--- src/rtl/serial_subtractor.sv ---
// serial_subtractor: bit-serial x - y - bin, LSB first, with start/done handshake.
// Optional signed-overflow output ovf is built when SERIAL_SUB_OVF_EN is defined.
module serial_subtractor #(
    parameter int WIDTH = 4
) (
    input  logic             clk,
    input  logic             rst_n,
    input  logic             start,
    input  logic [WIDTH-1:0] x,
    input  logic [WIDTH-1:0] y,
    input  logic             bin,
    output logic             busy,
    output logic             done,
    output logic [WIDTH-1:0] diff,
    output logic             bout
`ifdef SERIAL_SUB_OVF_EN
    ,
    output logic             ovf
`endif
);
    localparam int CW = $clog2(WIDTH + 1);
    localparam logic [CW-1:0] LAST = CW'(WIDTH - 1);

    typedef enum logic [1:0] {IDLE, RUN, DONE} state_t;

    state_t           state_q, state_d;
    logic [WIDTH-1:0] xs_q, xs_d, ys_q, ys_d, res_q, res_d, diff_q, diff_d;
    logic [CW-1:0]    cnt_q, cnt_d;
    logic             br_q, br_d, bout_q, bout_d, busy_q, busy_d, done_q, done_d;
    logic             a, b, d, bn;
`ifdef SERIAL_SUB_OVF_EN
    logic             xm_q, xm_d, ym_q, ym_d, ovf_q, ovf_d;
`endif

    assign a  = xs_q[0];
    assign b  = ys_q[0];
    assign d  = a ^ b ^ br_q;
    assign bn = (~a & b) | (~a & br_q) | (b & br_q);

    always_comb begin
        state_d = state_q;
        xs_d    = xs_q;
        ys_d    = ys_q;
        br_d    = br_q;
        res_d   = res_q;
        cnt_d   = cnt_q;
        diff_d  = diff_q;
        bout_d  = bout_q;
`ifdef SERIAL_SUB_OVF_EN
        xm_d    = xm_q;
        ym_d    = ym_q;
        ovf_d   = ovf_q;
`endif
        case (state_q)
            IDLE: if (start) begin
                state_d = RUN;
                xs_d    = x;
                ys_d    = y;
                br_d    = bin;
                res_d   = '0;
                cnt_d   = '0;
`ifdef SERIAL_SUB_OVF_EN
                xm_d    = x[WIDTH-1];
                ym_d    = y[WIDTH-1];
`endif
            end
            RUN: begin
                xs_d  = xs_q >> 1;
                ys_d  = ys_q >> 1;
                br_d  = bn;
                res_d = {d, res_q[WIDTH-1:1]};
                cnt_d = cnt_q + 1'b1;
                if (cnt_q == LAST) begin
                    state_d = DONE;
                    diff_d  = {d, res_q[WIDTH-1:1]};
                    bout_d  = bn;
`ifdef SERIAL_SUB_OVF_EN
                    // d is the result MSB on the final step
                    ovf_d   = (xm_q != ym_q) && (d != xm_q);
`endif
                end
            end
            DONE:    state_d = IDLE;
            default: state_d = IDLE;
        endcase
        busy_d = state_d != IDLE;
        done_d = state_d == DONE;
    end

    always_ff @(posedge clk or negedge rst_n) begin
        if (!rst_n) begin
            state_q <= IDLE;
            xs_q    <= '0;
            ys_q    <= '0;
            br_q    <= 1'b0;
            res_q   <= '0;
            cnt_q   <= '0;
            diff_q  <= '0;
            bout_q  <= 1'b0;
            busy_q  <= 1'b0;
            done_q  <= 1'b0;
`ifdef SERIAL_SUB_OVF_EN
            xm_q    <= 1'b0;
            ym_q    <= 1'b0;
            ovf_q   <= 1'b0;
`endif
        end else begin
            state_q <= state_d;
            xs_q    <= xs_d;
            ys_q    <= ys_d;
            br_q    <= br_d;
            res_q   <= res_d;
            cnt_q   <= cnt_d;
            diff_q  <= diff_d;
            bout_q  <= bout_d;
            busy_q  <= busy_d;
            done_q  <= done_d;
`ifdef SERIAL_SUB_OVF_EN
            xm_q    <= xm_d;
            ym_q    <= ym_d;
            ovf_q   <= ovf_d;
`endif
        end
    end

    assign busy = busy_q;
    assign done = done_q;
    assign diff = diff_q;
    assign bout = bout_q;
`ifdef SERIAL_SUB_OVF_EN
    assign ovf  = ovf_q;
`endif
endmodule

--- config.mk ---
export PLATFORM = sky130hd
export DESIGN_NAME = serial_subtractor
export DESIGN_NICKNAME = d
export VERILOG_FILES = /design/src/rtl/serial_subtractor.sv
export SDC_FILE = /design/constraint.sdc
export NUM_CORES = 1
export LEC_CHECK = 0
export CELL_PAD_IN_SITES_DETAIL_PLACEMENT = 0
export CELL_PAD_IN_SITES_GLOBAL_PLACEMENT = 1
export CORE_MARGIN = 5
export CORE_UTILIZATION = 39
export DETAILED_ROUTE_END_ITERATION = 16
export PLACE_DENSITY = 0.84
export SLEW_MARGIN = 20
export SYNTH_ARGS = -nofsm -noshare
export SYNTH_HDL_FRONTEND = slang
export SYNTH_SLANG_ARGS = --single-unit
--- constraint.sdc ---
create_clock -name clk -period 1.5 [get_ports clk]
set_input_delay 0.225 -clock clk [delete_from_list [all_inputs] [get_ports clk]]
set_output_delay 0.225 -clock clk [all_outputs]
set_load 0.03 [all_outputs]
==> insert_results.sql <==
INSERT INTO impl_metrics (metric_group, metric, value, unit) VALUES
('run_status', 'result_of_the_run', 'finished clean', ''),
('sta', 'relSlewSlack', '71.8', '%'),
('worst_setup_path', 'cp-start-kind', 'register', ''),
('logic_synthesis', 'yosys.cell_count.top_type', 'sky130_fd_sc_hd__dfrtp_1', ''),
('cells_and_area', 'final_area', '1290', 'µm²'),
('routing', 'dr_total_vias', '726', ''),
('global_routing', 'gr-total-overflow', '0', ''),
('sta', 'slew_violations', '0', ''),
('cells_and_area', 'layout.nets', '123', ''),
('sta', 'max_clock_freq', '0.709', 'GHz'),
('place', 'place.detailed.hpwl', '1360', 'µm'),
('routing', 'detail-route-antenna-nets', '0', ''),
('routing', 'wl', '1950', 'µm'),
('routing', 'viasPerCell', '5.30', ''),
('cells_and_area', 'antenna_cells_inserted', '0', ''),
('routing', 'highest-signal-layer', 'met4', ''),
('worst_setup_path', 'crit_path_end_kind', 'register', ''),
('routing', 'm1_wire_length', '905', 'µm'),
('routing', 'detail_route.wl_per_cell', '14.2', 'µm'),
('power', 'pwr_density_cell', '2170', 'nW/µm²'),
('logic_synthesis', 'synth_enable_flop_cells', '0', ''),
('global_routing', 'antenna_found_initial', '0', ''),
('place', 'routabilityCongestion', '0.706', ''),
('logic_synthesis', 'flop_and_latch_count_out_of_synthesis', '24', ''),
('clock_network', 'total_number_of_h_tree_levels', '1', ''),
('logic_synthesis', 'seq_area_frac_synth', '58.3', '%'),
('clock_network', 'register_clock_pin_slew_on_the_reported_worst_setup_and_hold_paths', '0.14', 'ns'),
('clock_network', 'clk_root_buffer_cell', 'sky130_fd_sc_hd__clkbuf_4', ''),
('logic_synthesis', 'top_cells_by_area_synth', 'sky130_fd_sc_hd__dfrtp_1 (58%), sky130_fd_sc_hd__o32ai_1 (6.0%), sky130_fd_sc_hd__mux2_2 (4.4%), sky130_fd_sc_hd__o22ai_1 (4.3%), sky130_fd_sc_hd__a22o_1 (3.4%)', ''),
('cells_and_area', 'fill_cells', '239', ''),
('floorplanning', 'starting_density', '41.2', '%'),
('clock_network', 'clock_sinks', '24', ''),
('logic_synthesis', 'synth_warnings', '0', ''),
('floorplanning', 'number_of_ports_placed_on_the_die_boundary', '19', ''),
('worst_setup_path', 'crit_arrival', '1.63', 'ns'),
('clock_network', 'cts_made_buffers', '3', ''),
('cells_and_area', 'flow.area_growth_from_synthesis', '25.4', '%'),
('routing', 'detailedRoute.firstIterationViolations', '37', ''),
('logic_synthesis', 'post_synth_inst_count', '86', ''),
('logic_synthesis', 'most_used_dff_post_synth', 'sky130_fd_sc_hd__dfrtp_1', ''),
('sta', 'summed_negative_setup_slack_over_all_endpoints', '0', 'ns'),
('cells_and_area', 'drive_gt1_share', '13.1', '%'),
('routing', 'detail_route.first_pass.iterations', '2', ''),
('floorplanning', 'die_y', '61.4', 'µm'),
('worst_setup_path', 'critical_path.max_fanout', '8', ''),
('logic_synthesis', 'per_instance_average_area_after_synthesis', '12.0', 'µm²'),
('cells_and_area', 'post-route-util', '51.7', '%'),
('sta', 'worst-slew-pin-transition', '0.421', 'ns'),
('cells_and_area', 'final-seq-area', '601', 'µm²'),
('floorplanning', 'fp-row-count', '18', ''),
('place', 'post_placement_worst_setup_slack', '0.0546', 'ns'),
('floorplanning', 'die_w', '61.4', 'µm'),
('sta', 'final_skew', '0.00697', 'ns'),
('floorplanning', 'fp.dieArea', '3770', 'µm²'),
('logic_synthesis', 'synthDistinctLibCells', '22', ''),
('worst_setup_path', 'critical_path_required', '1.72', 'ns'),
('clock_network', 'clock_latency_late_sink', '0.31', 'ns'),
('clock_network', 'cts-root-to-sink-buffers', '2', ''),
('global_routing', 'grt_start_max_net_pins', '25', ''),
('sta', 'finalHoldViolCount', '0', ''),
('logic_synthesis', 'synthDominantAreaCellType', 'sky130_fd_sc_hd__dfrtp_1', ''),
('min_path', 'worst_hold_path_type', 'in -> async', ''),
('sta', 'layout_min_cycle_time', '1.41', 'ns'),
('routing', 'drt_drc_violations_left', '0', ''),
('global_routing', 'grt_pass1_vias', '766', ''),
('floorplanning', 'core', '2500', 'µm²'),
('power', 'vdd_drop_max', '0.919', 'mV'),
('global_routing', 'grt_pass1_wl', '3370', 'µm'),
('power', 'leakage', '0.599', 'nW'),
('place', 'port-buffer-count', '18', ''),
('logic_synthesis', 'syn_nets', '101', '');
==> final timing paths <==
path	start	end	slack [ns]	depth (start not counted)
min reg2reg	bout$_DFFE_PN0P_	bout$_DFFE_PN0P_	0.51	2
min in group clk	y[3]	ys_q[3]$_DFFE_PN0P_	0.46	3
max	cnt_q[0]$_DFFE_PN0P_	diff[1]$_DFFE_PN0P_	0.09	4
min	rst_n	ys_q[0]$_DFFE_PN0P_	0.25	2
max reg2reg	cnt_q[0]$_DFFE_PN0P_	diff[1]$_DFFE_PN0P_	0.09	4
max in group asynchronous	rst_n	ys_q[3]$_DFFE_PN0P_	1.01	2
==> final cells by class <==
type,count,area share [%]
clock buffers,3,1.74
clock inverters,1,2.33
inverters,7,2.03
multi-input cells,51,29.5
flip-flops and latches,24,46.5
well taps,30,2.91
repair buffers,21,15.0
==> sequential cells by signal, summed over array words and instances, names as in the netlist <==
signal	cells
bout	1
br_q	1
busy	1
cnt_q	3
diff	4
done	1
res_q	3
state_q	2
xs_q	4
ys_q	4
==> report_power, final <==
part / switching, mW / leakage (nW) / internal, mW
registers: 0.211 / 0.296 / 0.940
clock network: 0.195 / 0.0279 / 0.270
logic: 0.651 / 0.276 / 0.539
==> routing by layer <==
layer,global-route usage (%),vias to the layer above
li1,-,358
met1,16.1,358
met2,19.0,8
met3,2.10,2
met4,7.27,0
met5,0,-
==> cells in the final DEF, fill, tap and decap left out, types with 4 or more instances in the layout <==
master / instances
sky130_fd_sc_hd__o21ai_0: 6
sky130_fd_sc_hd__a22o_1: 4
sky130_fd_sc_hd__clkdlybuf4s50_1: 11
sky130_fd_sc_hd__nand2_1: 4
sky130_fd_sc_hd__o32ai_1: 7
sky130_fd_sc_hd__nor2_1: 7
sky130_fd_sc_hd__inv_1: 6
sky130_fd_sc_hd__o22ai_1: 7
sky130_fd_sc_hd__mux2_2: 4
sky130_fd_sc_hd__dlygate4sd2_1: 7
sky130_fd_sc_hd__dfrtp_1: 24
==> worst max-delay path, cell delays in order, from the launching register on <==
cell and delay, ns:
sky130_fd_sc_hd__dfrtp_1 0.42, sky130_fd_sc_hd__ha_1 0.20, sky130_fd_sc_hd__ha_1 0.22, sky130_fd_sc_hd__nand3b_4 0.14, sky130_fd_sc_hd__mux2_2 0.34
==> logic make-up (layout without fill, tap and decap cells) <==
family / after synthesis / count (layout) / synth area share, %
AO/OA/AOI/OAI: 27 / 27 / 19.2
adder cells (fa/ha/maj): 3 / 3 / 4.37
buffers and inverters: 11 / 32 / 4.74
flip-flops: 24 / 24 / 58.3
multiplexers: 4 / 4 / 4.37
AND/OR/NAND/NOR: 17 / 17 / 8.99
==> through the flow <==
step           hold WS (ns)  cells  total power [mW]
2_1_floorplan       -0.0706     86              2.02
3_3_place_gp          0.470    133              2.40
3_5_place_dp          0.491    133              2.43
4_1_cts               0.245    137              2.85
5_1_grt               0.271    137              3.04
6_report              0.252    137              2.81
==> what timing repair did <==
action | 4_1_cts | 5_1_grt
gates resized for setup | 7 | 0
hold buffers | 0 | 0
endpoints found under the setup margin | 7 | 0
setup buffers | 0 | 0
Power figures use the tool's default switching activity.
